--- src/rtl/xsw_tgt_arb.sv ---
// xsw_tgt_arb: per-target round-robin request arbiter and in-order response steerer.
// One target port is shared by N_INIT initiators. The winner of every accepted request is
// queued in an outstanding-ID FIFO, and each target response goes to the initiator at its head.
// Optional build macro: XSW_ARB_WDOG_EN enables the sticky target-stall watchdog (wdog_err).
module xsw_tgt_arb #(
  parameter int unsigned N_INIT   = 3,
  parameter int unsigned REQ_W    = 66,
  parameter int unsigned RSP_W    = 37,
  parameter int unsigned OSTD     = 4,
  parameter int unsigned WDOG_LIM = 1024
) (
  input  logic                       clk,
  input  logic                       rst,
  input  logic [N_INIT-1:0]          init_req_vld,
  input  logic [N_INIT*REQ_W-1:0]    init_req_pkt,
  output logic [N_INIT-1:0]          init_req_gnt,
  output logic                       tgt_req_vld,
  output logic [REQ_W-1:0]           tgt_req_pkt,
  input  logic                       tgt_req_gnt,
  input  logic                       tgt_rsp_vld,
  input  logic [RSP_W-1:0]           tgt_rsp_pkt,
  output logic                       tgt_rsp_gnt,
  output logic [N_INIT-1:0]          init_rsp_vld,
  output logic [RSP_W-1:0]           init_rsp_pkt,
  input  logic [N_INIT-1:0]          init_rsp_gnt,
  output logic [$clog2(OSTD+1)-1:0]  ostd_cnt,
  output logic                       wdog_err
);

  localparam int unsigned IDW = $clog2(N_INIT);
  localparam int unsigned PW  = $clog2(OSTD);
  localparam int unsigned CW  = $clog2(OSTD+1);

  typedef enum logic [0:0] {StIdle, StBusy} state_e;

  state_e           state_q;
  logic [IDW-1:0]   rr_ptr_q;
  logic [IDW-1:0]   win_q;
  logic             req_vld_q;

  logic [IDW-1:0]   ids_q [OSTD];
  logic [PW-1:0]    head_q, tail_q;
  logic [CW-1:0]    cnt_q;

  logic             win_found;
  logic [IDW-1:0]   win_idx;
  logic [IDW-1:0]   cand_idx;
  logic             fifo_empty;
  logic             fifo_full;
  logic [IDW-1:0]   head_id;
  logic             push;
  logic             pop;

  logic [REQ_W-1:0] req_arr [N_INIT];

  for (genvar g = 0; g < N_INIT; g++) begin : g_req_unpack
    assign req_arr[g] = init_req_pkt[g*REQ_W +: REQ_W];
  end

  assign fifo_empty = (cnt_q == '0);
  assign fifo_full  = (cnt_q == CW'(OSTD));
  assign head_id    = ids_q[head_q];
  assign push       = (state_q == StBusy) && tgt_req_gnt;
  assign pop        = tgt_rsp_vld && tgt_rsp_gnt;

  // Round-robin pick: first requester strictly after rr_ptr, wrapping modulo N_INIT.
  always_comb begin
    win_found = 1'b0;
    win_idx   = '0;
    cand_idx  = '0;
    for (int k = 1; k <= N_INIT; k++) begin
      cand_idx = IDW'((32'(rr_ptr_q) + 32'(k)) % N_INIT);
      if (!win_found && init_req_vld[cand_idx]) begin
        win_found = 1'b1;
        win_idx   = cand_idx;
      end
    end
  end

  // Arbiter FSM; the winner is frozen for the whole BUSY phase.
  always_ff @(posedge clk) begin
    if (rst) begin
      state_q   <= StIdle;
      rr_ptr_q  <= IDW'(N_INIT - 1);
      win_q     <= '0;
      req_vld_q <= 1'b0;
    end else begin
      case (state_q)
        StIdle: begin
          if (win_found && !fifo_full) begin
            win_q     <= win_idx;
            state_q   <= StBusy;
            req_vld_q <= 1'b1;
          end
        end
        StBusy: begin
          if (tgt_req_gnt) begin
            rr_ptr_q  <= win_q;
            state_q   <= StIdle;
            req_vld_q <= 1'b0;
          end
        end
        default: begin
          state_q   <= StIdle;
          req_vld_q <= 1'b0;
        end
      endcase
    end
  end

  assign tgt_req_vld = req_vld_q;
  assign tgt_req_pkt = req_arr[win_q];

  // Request grant is passed straight through to the held winner only.
  always_comb begin
    init_req_gnt = '0;
    for (int i = 0; i < N_INIT; i++) begin
      init_req_gnt[i] = (state_q == StBusy) && (win_q == IDW'(i)) && tgt_req_gnt;
    end
  end

  // Outstanding-ID FIFO; pointers wrap naturally since OSTD is a power of two.
  always_ff @(posedge clk) begin
    if (rst) begin
      head_q <= '0;
      tail_q <= '0;
      cnt_q  <= '0;
    end else begin
      if (push) begin
        ids_q[tail_q] <= win_q;
        tail_q        <= tail_q + PW'(1);
      end
      if (pop) begin
        head_q <= head_q + PW'(1);
      end
      case ({push, pop})
        2'b10:   cnt_q <= cnt_q + CW'(1);
        2'b01:   cnt_q <= cnt_q - CW'(1);
        default: cnt_q <= cnt_q;
      endcase
    end
  end

  assign ostd_cnt = cnt_q;

  // Response steering is purely combinational; responses with no outstanding ID stall.
  always_comb begin
    init_rsp_vld = '0;
    for (int i = 0; i < N_INIT; i++) begin
      init_rsp_vld[i] = tgt_rsp_vld && !fifo_empty && (head_id == IDW'(i));
    end
    tgt_rsp_gnt = !fifo_empty && init_rsp_gnt[head_id];
  end

  assign init_rsp_pkt = tgt_rsp_pkt;

`ifdef XSW_ARB_WDOG_EN
  localparam int unsigned WW = $clog2(WDOG_LIM+1);

  logic [WW-1:0] wdog_cnt_q, wdog_cnt_d;
  logic          wdog_err_q;

  // Stall counter: counts ungranted BUSY cycles, clears on transfer, saturates at the limit.
  always_comb begin
    wdog_cnt_d = wdog_cnt_q;
    if (push) begin
      wdog_cnt_d = '0;
    end else if ((state_q == StBusy) && !tgt_req_gnt && (wdog_cnt_q != WW'(WDOG_LIM))) begin
      wdog_cnt_d = wdog_cnt_q + WW'(1);
    end
  end

  // Sticky error flag, set in the same edge the counter reaches the limit.
  always_ff @(posedge clk) begin
    if (rst) begin
      wdog_cnt_q <= '0;
      wdog_err_q <= 1'b0;
    end else begin
      wdog_cnt_q <= wdog_cnt_d;
      if (wdog_cnt_d == WW'(WDOG_LIM)) begin
        wdog_err_q <= 1'b1;
      end
    end
  end

  assign wdog_err = wdog_err_q;
`else
  assign wdog_err = 1'b0;
`endif

endmodule

--- config.mk ---
export PLATFORM = sky130hd
export DESIGN_NAME = xsw_tgt_arb
export DESIGN_NICKNAME = d
export VERILOG_FILES = /design/src/rtl/xsw_tgt_arb.sv
export SDC_FILE = /design/constraint.sdc
export NUM_CORES = 1
export LEC_CHECK = 0
export ABC_AREA = 0
export CORE_AREA = 2 2 139 141
export CTS_BUF_LIST = sky130_fd_sc_hd__clkbuf_16
export CTS_CLUSTER_SIZE = 20
export DETAILED_ROUTE_END_ITERATION = 7
export DIE_AREA = 0 0 141 143
export GPL_TIMING_DRIVEN = 1
export MAX_ROUTING_LAYER = met4
export PLACE_DENSITY_LB_ADDON = 0.12
export SYNTH_ARGS = -nofsm -noshare
export SYNTH_HDL_FRONTEND = slang
export SYNTH_SLANG_ARGS = --single-unit
--- constraint.sdc ---
create_clock -name clk -period 4.2 [get_ports clk]
set_input_delay 0.42 -clock clk [delete_from_list [all_inputs] [get_ports clk]]
set_output_delay 0.42 -clock clk [all_outputs]
set_load 0.05 [all_outputs]
==> Implementation_results.wiki <==
{| class="wikitable"
! Metric !! Value
|-
| Synth Instances || 381
|-
| Type of the most critical hold path || flop to flop
|-
| Leak Pwr || 1.92 nW
|-
| Avg Synthesized Cell Area || 7.45 µm²
|-
| Arrival time at the worst endpoint || 2860 ps
|-
| Final Hold Violating Endpoints || 0
|-
| Number of synthesized register bits || 23
|-
| Area Overhead vs Synth || 102%
|-
| Avg WL per Cell || 17.7 µm
|-
| Initial antenna violation count || 1
|-
| Dpl hpwl || 12,800 µm
|-
| Setup fix buffers added after clock tree synthesis || 0
|-
| Worst Clk Skew || 1.57 ps
|-
| Largest stage delay on the critical path || 910 ps
|-
| Gates resized, CTS repair || 0
|-
| Run status || finished, final reports clean
|-
| Period utilisation layout || 78.0%
|-
| Number of enable-type register cells in the synthesized netlist || 8
|-
| Main synth FF type || sky130_fd_sc_hd__dfxtp_1
|-
| Placer Congestion || 0.831
|-
| Logic depth of the worst path, buffers included || 4
|-
| Most frequent cells in the layout || sky130_fd_sc_hd__clkdlybuf4s50_1 (284), sky130_fd_sc_hd__nand2_1 (72), sky130_fd_sc_hd__mux2i_1 (70)
|-
| Largest net degree at the start of global routing || 75
|-
| Final Max Slew Viols || 0
|-
| Pwr Total || 0.00166 W
|-
| Area of the die || 20,200 µm²
|-
| Kind of cell adding the most delay to the critical path || buffers and inverters
|-
| Layout cell share with drive strength beyond 1 || 2.45%
|-
| DRC viols || 0
|-
| Total track usage || 14.2%
|-
| Total vias in the final route || 3,471
|-
| Clock latency at the later pin of the worst-skew pair || 250 ps
|-
| Remaining max-slew budget at the tightest pin || 37.8%
|-
| Worst-margin pin slew || 921 ps
|-
| CTS H-Tree Depth || 1
|-
| Reg2reg path depth || 9
|-
| Sort of element at the start of the critical path || flop
|-
| First-pass GRT wire length || 21,400 µm
|-
| Number of core rows || 50
|-
| Core Area || 18,600 µm²
|-
| Highest-delay cell along the critical path || sky130_fd_sc_hd__clkdlybuf4s50_1
|-
| Final setup violation count || 0
|-
| DRC violation total after the first TritonRoute iteration || 111
|-
| Syn_nets || 635
|-
| Cts-stage hold buffer count || 0
|-
| Root buffer selected by CTS || sky130_fd_sc_hd__clkbuf_16
|-
| Combined buffer and inverter count along the critical path || 2
|-
| Fraction of registers with async set/reset || 0%
|-
| Ordered cell list for the critical path || buf_4, mux2i_1, o21ai_0, clkdlybuf4s50_1
|-
| Aggregate routed wire length || 15,000 µm
|-
| Data required time of the worst path || 3780 ps
|-
| Power density over the cells || 290 nW/µm²
|-
| Count of placed standard cells including taps || 841
|-
| Fin cells || 846
|-
| Max cap viols || 0
|-
| Most frequent standard cell in the layout excluding fill and tap cells || sky130_fd_sc_hd__clkdlybuf4s50_1
|-
| CTS buffer count || 3
|-
| Post-layout nets || 866
|-
| Count of filler cells inserted in the layout || 1,951
|-
| Via count of the first global-routing pass || 3,637
|-
| Floorplan die height || 143 µm
|-
| Worst supply voltage drop on vdd || 105 µV
|-
| GR Overflow Total || 0
|-
| RSZ-0062 raised after global routing || false
|-
| Drt first pass iters || 4
|-
| Post-DRT Antenna Nets || 0
|-
| Setup TNS Final || 0 ps
|-
| Max Buffers Root-to-Sink || 2
|-
| Starting density of the core || 15.3%
|-
| Worst Path Max Fanout || 26
|-
| Hold Path Depth || 2
|-
| Setup WS post-layout || 923 ps
|-
| Share of synthesized area occupied by flip-flops and latches || 19.0%
|-
| CTS tree || done
|-
| Number of input and output port buffers inserted || 284
|-
| Start-to-end type of the worst setup path || flop to output pin
|-
| Fmax || 305 MHz
|-
| Post-layout minimum cycle time || 3280 ps
|-
| Worst Setup End Kind || output pin
|-
| Die span in x || 141 µm
|-
| Netlist area before placement || 2840 µm²
|-
| Number of placed I/O pins || 360
|-
| Warning count from the yosys run || 0
|-
| Post-placement worst setup slack || 1250 ps
|-
| Clock slew seen by the registers of the worst setup and hold paths || 60 ps
|-
| Sinks on Clock Net || 23
|-
| Ratio of routed vias to standard cells || 4.10
|-
| Number of distinct library cell variants in the gate-level netlist after synthesis || 38
|}
state kept, by name, summed over array words and instances (netlist names), named ones only:
| register | cells |
|---|---|
| tail_q | 2 |
| ids_q | 8 |
| rr_ptr_q | 2 |
| ostd_cnt | 3 |
| win_q | 2 |
| state_q | 1 |
| tgt_req_vld | 1 |
| head_q | 2 |
cell usage after synthesis (2+ instances only):
| cell type | n | area share [%] |
|---|---|---|
| sky130_fd_sc_hd__nor3b_1 | 7 | 1.9 |
| sky130_fd_sc_hd__nand3_1 | 2 | 0.35 |
| sky130_fd_sc_hd__nand2b_1 | 5 | 1.1 |
| sky130_fd_sc_hd__buf_4 | 38 | 10 |
| sky130_fd_sc_hd__clkbuf_1 | 20 | 2.6 |
| sky130_fd_sc_hd__nor2b_1 | 5 | 1.1 |
| sky130_fd_sc_hd__o41ai_1 | 2 | 0.62 |
| sky130_fd_sc_hd__inv_1 | 10 | 1.3 |
| sky130_fd_sc_hd__a21oi_1 | 9 | 1.6 |
| sky130_fd_sc_hd__dfxtp_1 | 15 | 11 |
| sky130_fd_sc_hd__mux2i_1 | 70 | 25 |
| sky130_fd_sc_hd__nand2_1 | 72 | 9.5 |
| sky130_fd_sc_hd__xor2_1 | 2 | 0.62 |
| sky130_fd_sc_hd__xnor2_1 | 2 | 0.62 |
| sky130_fd_sc_hd__edfxtp_1 | 8 | 8.5 |
| sky130_fd_sc_hd__buf_1 | 5 | 0.66 |
| sky130_fd_sc_hd__nor2_1 | 12 | 1.6 |
| sky130_fd_sc_hd__ha_1 | 8 | 3.5 |
| sky130_fd_sc_hd__o21ai_0 | 69 | 12 |
| sky130_fd_sc_hd__nor3_1 | 2 | 0.35 |
logic make-up (layout without fill, tap and decap cells):
family / after synthesis / count (layout) / synth area share [%]
and+or+nand+nor: 110 / 110 / 17.2
AOI/OAI and AO/OA: 89 / 89 / 17.1
buffers and inverters: 73 / 303 / 14.7
muxes: 72 / 72 / 26.4
DFF: 23 / 23 / 19.0
adders and majority gates: 9 / 9 / 4.23
xor gates and xnor gates: 4 / 4 / 1.23
other: 1 / 2 / 0.132
routing by layer:
metal,vias to the layer above,GRT usage (%),part of all wire (%)
li1,1740,-,-
met1,1564,17.1,41
met2,161,24.9,52
met3,6,3.59,6.6
met4,0,1.05,0.57
met5,-,-,0
worst reg2reg max path: stages (launching register included):
cell and delay (ps):
sky130_fd_sc_hd__dfxtp_1 360, sky130_fd_sc_hd__mux4_2 580, sky130_fd_sc_hd__or3b_4 410, sky130_fd_sc_hd__o22ai_2 240
sky130_fd_sc_hd__ha_1 230, sky130_fd_sc_hd__inv_1 60, sky130_fd_sc_hd__fa_1 370, sky130_fd_sc_hd__xor2_1 150
sky130_fd_sc_hd__or3_1 300, sky130_fd_sc_hd__a21oi_1 150
power by group:
group          total, W  switching (W)  internal (W)
combinational   0.00120       0.000728      0.000476
clock          0.000198      0.0000714      0.000127
sequential     0.000262      0.0000179      0.000244
total           0.00166       0.000817      0.000847
final cells by class:
cell class / count / area (µm²) / share of cell area, %
Antenna cell: 1 / 2.50 / 0.0436
Clock buffer: 3 / 75.1 / 1.31
Clock inverter: 1 / 3.75 / 0.0654
Inverter: 10 / 37.5 / 0.654
Multi-Input combinational cell: 285 / 1890 / 32.9
Sequential cell: 23 / 546 / 9.50
Tap cell: 234 / 293 / 5.10
Timing Repair Buffer: 289 / 2890 / 50.4
through the flow:
step | util, % | instance area [µm²] | hold WS, ps
2_1_floorplan | - | 2840 | 458
3_3_place_gp | 30.5 | 5660 | 473
3_5_place_dp | 30.5 | 5660 | 472
4_1_cts | 30.9 | 5740 | 480
5_1_grt | 30.9 | 5740 | 512
6_report | 30.9 | 5740 | 468
final timing paths:
path                             startpoint         endpoint  slack [ps]
worst max-delay path               win_q[1]  tgt_req_pkt[19]         920
worst max register to register         flop      ostd_cnt[2]        1260
worst min-delay path            tgt_req_vld      tgt_req_vld         470
worst min register to register  tgt_req_vld      tgt_req_vld         470
Power figures use the tool's default switching activity.
